--- src/rtl/pc_fetch_unit.sv ---
// Instruction fetch unit: one outstanding memory request, redirect/kill handling, decode handshake.
// Optional misaligned-redirect trap enabled by defining FETCH_MISALIGN_TRAP_EN.
//
// state   | meaning
// --------+------------------------------------------------------------
// S_REQ   | presenting a fetch request for pc to instruction memory
// S_WAIT  | request accepted, waiting for the response (kill drops it)
// S_HOLD  | instruction registered and offered to decode
// S_FAULT | misaligned redirect seen; no fetching until aligned redirect
module pc_fetch_unit #(
  parameter logic [31:0] RESET_PC = 32'h0000_0000
) (
  input  logic        clk,
  input  logic        rst_n,
  input  logic        NextPCSrc,
  input  logic [31:0] BrTarget,
  output logic        imem_req_valid,
  input  logic        imem_req_ready,
  output logic [31:0] imem_addr,
  input  logic        imem_rsp_valid,
  input  logic [31:0] imem_rdata,
  output logic        inst_valid,
  input  logic        inst_ready,
  output logic [31:0] inst_out,
  output logic [31:0] inst_pc,
  output logic        fetch_fault
);

`ifdef FETCH_MISALIGN_TRAP_EN
  typedef enum logic [1:0] {S_REQ, S_WAIT, S_HOLD, S_FAULT} state_t;
`else
  typedef enum logic [1:0] {S_REQ, S_WAIT, S_HOLD} state_t;
`endif

  state_t      state;
  logic [31:0] pc;
  logic        kill;
  logic        redirect;
  logic [31:0] target;
  logic        req_fire;

  assign imem_addr = pc;
  assign req_fire  = imem_req_valid & imem_req_ready;

`ifdef FETCH_MISALIGN_TRAP_EN
  logic bad_redirect;
  assign redirect     = NextPCSrc & ~(|BrTarget[1:0]);
  assign bad_redirect = NextPCSrc & (|BrTarget[1:0]);
  assign target       = BrTarget;
`else
  // Low target bits are ignored: redirects always land word-aligned.
  logic unused_brtarget_lo;
  assign unused_brtarget_lo = ^BrTarget[1:0];
  assign redirect    = NextPCSrc;
  assign target      = {BrTarget[31:2], 2'b00};
  assign fetch_fault = 1'b0;
`endif

  always_ff @(posedge clk or negedge rst_n) begin
    if (!rst_n) begin
      state          <= S_REQ;
      pc             <= RESET_PC;
      kill           <= 1'b0;
      imem_req_valid <= 1'b0;
      inst_valid     <= 1'b0;
      inst_out       <= 32'h0;
      inst_pc        <= 32'h0;
`ifdef FETCH_MISALIGN_TRAP_EN
      fetch_fault    <= 1'b0;
`endif
    end else begin
`ifdef FETCH_MISALIGN_TRAP_EN
      // An in-flight request must still be drained after leaving FAULT.
      if (bad_redirect) begin
        state          <= S_FAULT;
        fetch_fault    <= 1'b1;
        imem_req_valid <= 1'b0;
        inst_valid     <= 1'b0;
        if (req_fire || (state == S_WAIT && !imem_rsp_valid))
          kill <= 1'b1;
        else if (imem_rsp_valid)
          kill <= 1'b0;
      end else
`endif
      case (state)
        S_REQ: begin
          if (redirect) begin
            pc <= target;
            if (req_fire) begin
              kill           <= 1'b1;
              state          <= S_WAIT;
              imem_req_valid <= 1'b0;
            end else begin
              imem_req_valid <= 1'b1;
            end
          end else if (req_fire) begin
            state          <= S_WAIT;
            imem_req_valid <= 1'b0;
          end else begin
            imem_req_valid <= 1'b1;
          end
        end
        S_WAIT: begin
          if (redirect) begin
            pc <= target;
            if (imem_rsp_valid) begin
              kill           <= 1'b0;
              state          <= S_REQ;
              imem_req_valid <= 1'b1;
            end else begin
              kill <= 1'b1;
            end
          end else if (imem_rsp_valid) begin
            if (kill) begin
              kill           <= 1'b0;
              state          <= S_REQ;
              imem_req_valid <= 1'b1;
            end else begin
              inst_out   <= imem_rdata;
              inst_pc    <= pc;
              inst_valid <= 1'b1;
              state      <= S_HOLD;
            end
          end
        end
        S_HOLD: begin
          if (redirect) begin
            pc             <= target;
            inst_valid     <= 1'b0;
            state          <= S_REQ;
            imem_req_valid <= 1'b1;
          end else if (inst_ready) begin
            pc             <= pc + 32'd4;
            inst_valid     <= 1'b0;
            state          <= S_REQ;
            imem_req_valid <= 1'b1;
          end
        end
`ifdef FETCH_MISALIGN_TRAP_EN
        S_FAULT: begin
          if (imem_rsp_valid) kill <= 1'b0;
          if (redirect) begin
            pc          <= target;
            fetch_fault <= 1'b0;
            if (kill && !imem_rsp_valid) begin
              state <= S_WAIT;
            end else begin
              state          <= S_REQ;
              imem_req_valid <= 1'b1;
            end
          end
        end
`endif
        default: begin
          state          <= S_REQ;
          imem_req_valid <= 1'b0;
        end
      endcase
    end
  end

endmodule

--- config.mk ---
export PLATFORM = sky130hd
export DESIGN_NAME = pc_fetch_unit
export DESIGN_NICKNAME = d
export VERILOG_FILES = /design/src/rtl/pc_fetch_unit.sv
export SDC_FILE = /design/constraint.sdc
export NUM_CORES = 1
export LEC_CHECK = 0
export BUFFER_PORTS_ARGS = -buffer_cell sky130_fd_sc_hd__buf_2
export CAP_MARGIN = 10
export CORE_ASPECT_RATIO = 1.75
export CORE_MARGIN = 1
export CORE_UTILIZATION = 35
export CTS_CLUSTER_SIZE = 10
export DETAILED_ROUTE_END_ITERATION = 7
export SLEW_MARGIN = 20
export SYNTH_ARGS = -nofsm -noshare
export SYNTH_HDL_FRONTEND = slang
export SYNTH_SLANG_ARGS = --single-unit
export TNS_END_PERCENT = 20
--- constraint.sdc ---
create_clock -name clk -period 2.6 [get_ports clk]
set_clock_uncertainty 0.05 [all_clocks]
set_input_delay 0.52 -clock clk [delete_from_list [all_inputs] [get_ports clk]]
set_output_delay 0.52 -clock clk [all_outputs]
set_load 0.05 [all_outputs]
== Word level (Yosys, flattened, before mapping) ==
Cells that the tools add are included.

* Add/subtract/negate cells: 1
* Equality and inequality tests: 11
* Mux-type cells: 32
* Bitwise operators: 3
* Reductions and logical operators: 11

{| class="wikitable"
|+ Operator list
! cell !! count
|-
| 32-bit 2-to-1 mux || 3
|-
| 32-bit case mux with 2 select lines || 1
|-
| 32-bit by 3-bit adder with 32-bit output (second input constant) || 1
|-
| 1-bit 2-to-1 mux || 17
|-
| 2-bit 2-to-1 mux || 7
|-
| 2-bit inequality test (second input constant) || 5
|-
| 3-bit inequality test (second input constant) || 3
|-
| 3-bit AND reduction || 3
|-
| 4-bit AND reduction || 2
|-
| 2-bit case mux with 3 select lines || 1
|-
| 2-bit nonzero test || 3
|-
| 5-bit AND reduction || 1
|-
| 1-bit case mux with 2 select lines || 2
|-
| 1-bit case mux with 3 select lines || 1
|-
| 2-bit by 1-bit == test with 1-bit output (second input constant) || 1
|-
| 2-bit == test (second input constant) || 1
|-
| 2-bit zero test || 1
|-
| 2-bit by 1-bit inequality test with 1-bit output (second input constant) || 1
|-
| 1-bit NOT || 2
|-
| 2-bit OR reduction || 1
|-
| 1-bit AND || 1
|}

* Flip-flop bits (word level): 101
* Word-level logic and storage cells: 65

== Depth between registers and ports, before layout ==
Gate-level depths: netlist (run 1).

* Depth after elaboration: 4
* Depth in mapped cells: 8

== Least setup slack after synthesis (run 1) ==
Ideal clock, no wire load.

* Path type: reg2reg
* Start point: register pc[2], in the netlist imem_addr[2]
* End point: register pc[24], in the netlist imem_addr[24]
* Data arrival time: 1.933 ns
* Slack: 0.455 ns
* Stages on the path, launching flop included: 8
* Period minus slack after synthesis: 2.145 ns
* Path through: dfrtp_1 -> ha_1 -> nand3_1 -> nor4_2 -> buf_2 -> nand2_1 -> nor2_1 -> a311oi_1

* Cells in the longest elaborated chain, start to end: 4

{| class="wikitable"
|+ RTL lines
! element !! RTL line !! source
|-
| start, declared || 36 || <nowiki>logic [31:0] pc;</nowiki>
|-
| start signal, assigned || 88 || <nowiki>pc <= target;</nowiki>
|-
| start signal, assigned || 105 || <nowiki>pc <= target;</nowiki>
|-
| start signal, assigned || 128 || <nowiki>pc <= target;</nowiki>
|-
| 32-bit by 3-bit adder with 32-bit output || 133 || <nowiki>pc <= pc + 32'd4;</nowiki>
|-
| 32-bit 2-to-1 mux || 132 || <nowiki>end else if (inst_ready) begin</nowiki>
|-
| 32-bit 2-to-1 mux || 127 || <nowiki>if (redirect) begin</nowiki>
|-
| 32-bit case mux with 2 select lines || 85 || <nowiki>case (state)</nowiki>
|}

Every way passes these cells. The select of a mux whose other input is x is not followed.
A chain may end at the register's enable or synchronous reset.

== Worst setup path in the final report (run 1) ==
* Start point: register state[1]
* End point: register inst_out[27]

* Cells in the longest elaborated chain, start to end: 2

{| class="wikitable"
|+ RTL lines
! element !! RTL line !! source
|-
| start, declared || 35 || <nowiki>state_t state;</nowiki>
|-
| start signal, assigned || 61 || <nowiki>state <= S_REQ;</nowiki>
|-
| start signal, assigned || 91 || <nowiki>state <= S_WAIT;</nowiki>
|-
| start signal, assigned || 97 || <nowiki>state <= S_WAIT;</nowiki>
|-
| 2-bit by 1-bit == test with 1-bit output || 85 ||
|-
| 4-bit AND reduction (no line) || -- ||
|-
| end signal, assigned || 119 || <nowiki>inst_out <= imem_rdata;</nowiki>
|-
| end, declared || 24 || <nowiki>output logic [31:0] inst_out,</nowiki>
|}

Every way passes these cells.

==> results of run 1 <==
[path summary, 6_finish.rpt]
path | from | endpoint | slack, ns | cells past startpoint
hold reg to reg | inst_pc[16] | inst_pc[16] | 0.45 | 1
min in group clk | imem_rdata[17] | inst_out[17] | 0.35 | 2
hold / removal | rst_n | inst_out[20] | 0.09 | 1
setup / recovery | state[1] | inst_out[27] | 0.29 | 7
max in group asynchronous | rst_n | imem_addr[10] | 1.73 | 2
setup reg to reg | state[1] | inst_out[27] | 0.29 | 7
[kinds of logic (layout without fill, tap and decap cells)]
kind of cell / count (synthesis) / in the layout / share of synthesized area
muxes: 67 / 67 / 0.162
buffers and inverters: 41 / 205 / 0.0399
and+or+nand+nor: 102 / 102 / 0.121
DFF: 97 / 97 / 0.526
AOI/OAI and AO/OA: 99 / 99 / 0.136
adders and majority gates: 5 / 5 / 0.0136
other: 1 / 6 / 0.000813
[per-stage QoR]
| stage | cell area (um2) | setup WS, ns | hold slack [ns] | util |
|---|---|---|---|---|
| after floorplan | 4630 | 0.455 | 0.174 | - |
| after global placement | 5690 | 0.374 | 0.434 | 0.442 |
| after detailed placement | 5690 | 0.294 | 0.440 | 0.442 |
| after CTS | 5980 | 0.284 | 0.112 | 0.464 |
| after global routing | 5980 | 0.131 | 0.118 | 0.465 |
| final | 5980 | 0.292 | 0.0918 | 0.465 |
[metal layers]
| metal | part of all wire | vias to the layer above | global-route usage |
|---|---|---|---|
| li1 | - | 1833 | - |
| met1 | 0.39 | 1927 | 0.214 |
| met2 | 0.55 | 126 | 0.350 |
| met3 | 0.037 | 22 | 0.0311 |
| met4 | 0.028 | 0 | 0.0806 |
| met5 | 0 | - | 0 |
[cell usage in the layout (no fill, tap or decap), types with 3 or more instances in the layout]
| master | netlist | layout |
|---|---|---|
| conb_1 | 1 | 5 |
| nor2_1 | 18 | 18 |
| inv_6 | 0 | 3 |
| nor4_1 | 4 | 4 |
| dfrtp_1 | 97 | 97 |
| buf_12 | 0 | 4 |
| nand3_1 | 19 | 19 |
| mux2i_1 | 5 | 5 |
| buf_4 | 5 | 13 |
| a2bb2oi_1 | 11 | 11 |
| buf_2 | 9 | 160 |
| nand2b_1 | 6 | 6 |
| a21oi_1 | 36 | 35 |
| a31o_2 | 4 | 4 |
| o21ai_0 | 16 | 16 |
| and3_1 | 4 | 4 |
| nand2_1 | 25 | 25 |
| ha_1 | 5 | 5 |
| nand4_1 | 9 | 9 |
| clkbuf_16 | 0 | 9 |
| inv_1 | 12 | 12 |
| mux2_2 | 62 | 62 |
| a311oi_1 | 5 | 5 |
| o22ai_1 | 10 | 10 |
| nor3_1 | 4 | 4 |
[layout make-up]
class	instances	area share
Tap cell	171	0.0358
Clock buffer	9	0.0377
Multi-Input combinational cell	278	0.339
Antenna cell	1	0.000418
Clock inverter	7	0.00983
Sequential cell	97	0.406
Inverter	12	0.00753
Timing Repair Buffer	177	0.164
[worst max-delay path, stage by stage (launching register included)]
cell and delay (ns):
dfrtp_1 0.46, inv_1 0.13, ha_1 0.21, inv_1 0.07, nor3_1 0.18, and2_2 0.41
buf_12 0.27, mux2_2 0.37
[registers in the layout, indices dropped and copies added, names as in the netlist]
| register | count |
|---|---|
| inst_out | 32 |
| inst_pc | 30 |
| state | 2 |
| imem_addr | 30 |
| imem_req_valid | 1 |
| inst_valid | 1 |
| kill | 1 |
[cell usage after synthesis (all sizes together) (6+ instances only)]
cell type	number	share of area
nand3	19	0.021
inv	12	0.0098
nand2	25	0.020
nand4	11	0.021
a2bb2oi	11	0.021
nor4	6	0.013
a21oi	36	0.039
buf	15	0.019
mux2	62	0.15
nand2b	6	0.0081
o22ai	10	0.014
o21ai	18	0.020
dfrtp	97	0.53
clkbuf	14	0.011
nor2	18	0.015
==> metrics, run 1 <==
Max-Cap Viols 0; # placed instances roughly 740; DR WL/cell roughly 17 um; Yosys cell types 44; area of the multi-input gates about 0.0020 mm2; Die X ~89 um; status completed; TritonRoute pass-1 iters 4; initial antenna violation count 1; # IOs around 170; Setup Viol. Count Final 0; min Tclk post-route 2.31 ns; Warnings, synthesis 0; Register Area approximately 0.0024 mm2; nets 650; cts hold-fix bufs 0; asr flop ratio synth 1.00; Final Cycle Share 0.888; Mapped Cells ~410; fin cells approximately 750; Remaining DRCs 0; initial DRC count roughly 110; Post-synth EDFFs 0; type of the worst setup path flop to flop; Antenna Nets Post-Route 0; Reg clk slew, reported paths approximately 0.08 ns; slew margin rel. 0.645; CTS tree yes; mapped cell area between 0.004 and 0.005 mm2; CP Max Fanout 41; Total Negative Setup Slacks 0 ns; fmax about 430 MHz; CTS buffer count 9; Die Area approximately 0.014 mm2; #FFs+latches synth 97; largest net degree at the start of global routing 54; Routed WL 12700 um; CTS H-tree lvls 3; PortBufs 161; Vias/cell between 5 and 6; nature of the critical path startpoint flop; GPL Wtd Cong around 0.83; Worst Setup End Kind flop; worst-margin pin slew between 0.5 and 0.6 ns; Post-CTS Setup Bufs 0; layout cell share with drive strength beyond 1 0.460; Root Buffer clkbuf_16; GR Util All Layers 0.192; Longest Clk Path Bufs 2; vias in the first global route 3914; worst skew pair latency between 0.3 and 0.4 ns; Sink Count a little under 100; CTS resizes 0; register area share after synthesis 0.526; Avg Cell Area, Syn 11.2 um2; RSZ-0062 raised after global routing no; Most used DFF post-synth dfrtp_1; total number of vias roughly 3900; Slew Viols, Final 0; filler instances 1247; chip height between 150 and 200 um; Area Growth Syn to Fin 29.7%; WP data arrival approximately 2.5 ns; global-route wire length before repair about 20000 um; Post-DP HPWL between 9000 and 10000 um; Worst Path Required around 2.8 ns; row cnt 55; Core Region approximately 0.013 mm2; GRT overflow 0; Initial Util 0.358; Hold Violations, Final 0; Tightest Hold Check Type primary input to async pin
Power of run 1 is left out: the tool's default activity adds up to more than one toggle a clock period on the data nets, which glitch-free logic cannot reach.
==> inputs of run 2 (changes only) <==
MAX_ROUTING_LAYER = met4   (was default)
==> run 2 against run 1 <==
  * Maximum frequency is essentially flat
  * Die area is the same
  * Cell area is the same
  * Worst setup slack lost 0.0021 ns
  * Register-to-register slack is essentially flat
  * Clock-buffer cell count is the same
  * Cell count is the same
  * Non-clock buffer count is the same
  * Worst hold slack lost 0.0048 ns
  * First-iteration DRC count grew 24%
  * Highest routed layer unchanged
  * Wire length shrank 0.46%
==> metrics, run 2 (synthesis gave the netlist of run 1 again) <==
nets 650 (unchanged); Root Buffer clkbuf_16; Final Cycle Share 0.889 (about the same); Slew Viols, Final 0 (unchanged); R2R depth 7 (unchanged); most frequent cells in the layout buf_2, dfrtp_1, mux2_2; worst-margin pin slew 0.525 ns (-0.00314 ns); fmax 433 MHz (about the same); Hold Violations, Final 0 (unchanged); Total Negative Setup Slacks 0 ns (unchanged); min Tclk post-route 2.31 ns (+0.00215 ns); chip height 154 um (unchanged); cts hold-fix bufs 0 (unchanged); GPL Wtd Cong 0.846 (+1.5%); status completed; Slowest-stage cell, CP dfrtp_1; family with the most delay on the worst path simple AND/OR/NAND/NOR gates; Die X 88.8 um (unchanged); PortBufs 161 (unchanged); total number of vias 3900 (-0.20%); CTS resizes 0 (unchanged); WP depth 7 (unchanged); # IOs 169 (unchanged); Sink Count 97 (unchanged); max FFs per register 32 (unchanged); TritonRoute pass-1 iters 4 (unchanged); reg-to-reg slack, setup 0.29 ns (about the same); Routed WL 12700 um (-0.46%); GR Util All Layers 0.197 (+0.00509); CTS H-tree lvls 3 (unchanged); Tightest Hold Check Type primary input to async pin; Longest Clk Path Bufs 2 (unchanged); pre-CTS setup slack 0.294 ns (unchanged); worst-path cell chain inv_1, ha_1, inv_1, nor3_1, and2_2, buf_12, mux2_2; Max-Cap Viols 0 (unchanged); global-route wire length before repair 19900 um (-0.14%); initial antenna violation count 1 (unchanged); Crit path top cell by count inv_1; CTS tree yes; GRT overflow 0 (unchanged); worst r2r src state[1]; Largest Register inst_out; Vias/cell 5.19 (-0.20%); Finished Core Util 0.465 (unchanged); largest net degree at the start of global routing 54 (unchanged); WP data arrival 2.49 ns (about the same); Antenna Nets Post-Route 0 (unchanged); Core Region 0.0129 mm2 (unchanged); worst skew pair latency 0.35 ns (about the same); nature of the critical path startpoint flop; Reg clk slew, reported paths 0.08 ns (about the same); slew margin rel. 0.647 (+0.00211); Remaining DRCs 0 (unchanged); crit path buf inv count 3 (unchanged); commonest non-fill, non-tap cell in the layout buf_2; Die Area 0.0137 mm2 (unchanged); vias in the first global route 3922 (+0.20%); RSZ-0062 raised after global routing no; max incr delay on CP 0.46 ns (about the same); CP Max Fanout 41 (unchanged); Area Growth Syn to Fin 29.7% (unchanged); CTS buffer count 9 (unchanged); layout cell share with drive strength beyond 1 0.460 (unchanged); Initial Util 0.358 (unchanged); Post-DP HPWL 9330 um (unchanged); Post-CTS Setup Bufs 0 (unchanged); row cnt 55 (unchanged); Worst Setup End Kind flop; Setup Viol. Count Final 0 (unchanged); setup ws final 0.290 ns (-0.00215 ns); DR WL/cell 16.8 um (-0.46%); Crit Reg-Reg Endpoint inst_out[27]; initial DRC count 134 (+24%); Worst Path Required 2.78 ns (about the same); type of the worst setup path flop to flop
==> run 2: cell counts in the layout (fill, tap and decap cells not counted) <==
Identical to the previous run, type by type.
==> run 2: worst max path at each step <==
stage | end | start
after floorplan | imem_addr[24] | imem_addr[2]
after global placement | inst_out[1] | state[1]
after detailed placement | inst_out[27] | state[1]
after CTS | inst_out[27] | state[1]
after global routing | inst_out[27] | state[1]
final | inst_out[27] | state[1]
==> run 2: per-stage QoR <==
step / hold WS [ns] / instance area, um2 / std cells
final: 0.0871 / 5980 / 752
after global routing: 0.120 / 5980 / 752
after CTS: 0.112 / 5980 / 751
after detailed placement: 0.440 / 5690 / 735
after global placement: 0.434 / 5690 / 735
after floorplan: 0.174 / 4630 / 416
==> run 2: per-layer routing <==
layer  global-route usage  up-vias  wire, um
li1                     -     1830         -
met1                0.215     1922      4890
met2                0.350      129      6970
met3               0.0284       19       473
met4               0.0806        0       333
met5                    -        -         0
==> run 2: area by class of cell <==
class / count / area, um2
diodes: 1 / 2.50
clock buffers: 9 / 225
clock inverters: 7 / 58.8
fillers: 1247 / 6890
inverters: 12 / 45.0
multi-input cells: 278 / 2030
flip-flops and latches: 97 / 2430
well taps: 171 / 214
repair buffers: 177 / 978
==> run 2: worst register-to-register path: cells and delay by family, from the launching register on <==
kind	cells	cell delay, ns
fa+ha+maj	1	0.21
buf+inv	3	0.47
flops	1	0.46
mux	1	0.41
simple gates	2	0.59
Power of run 2 is left out for the same reason.
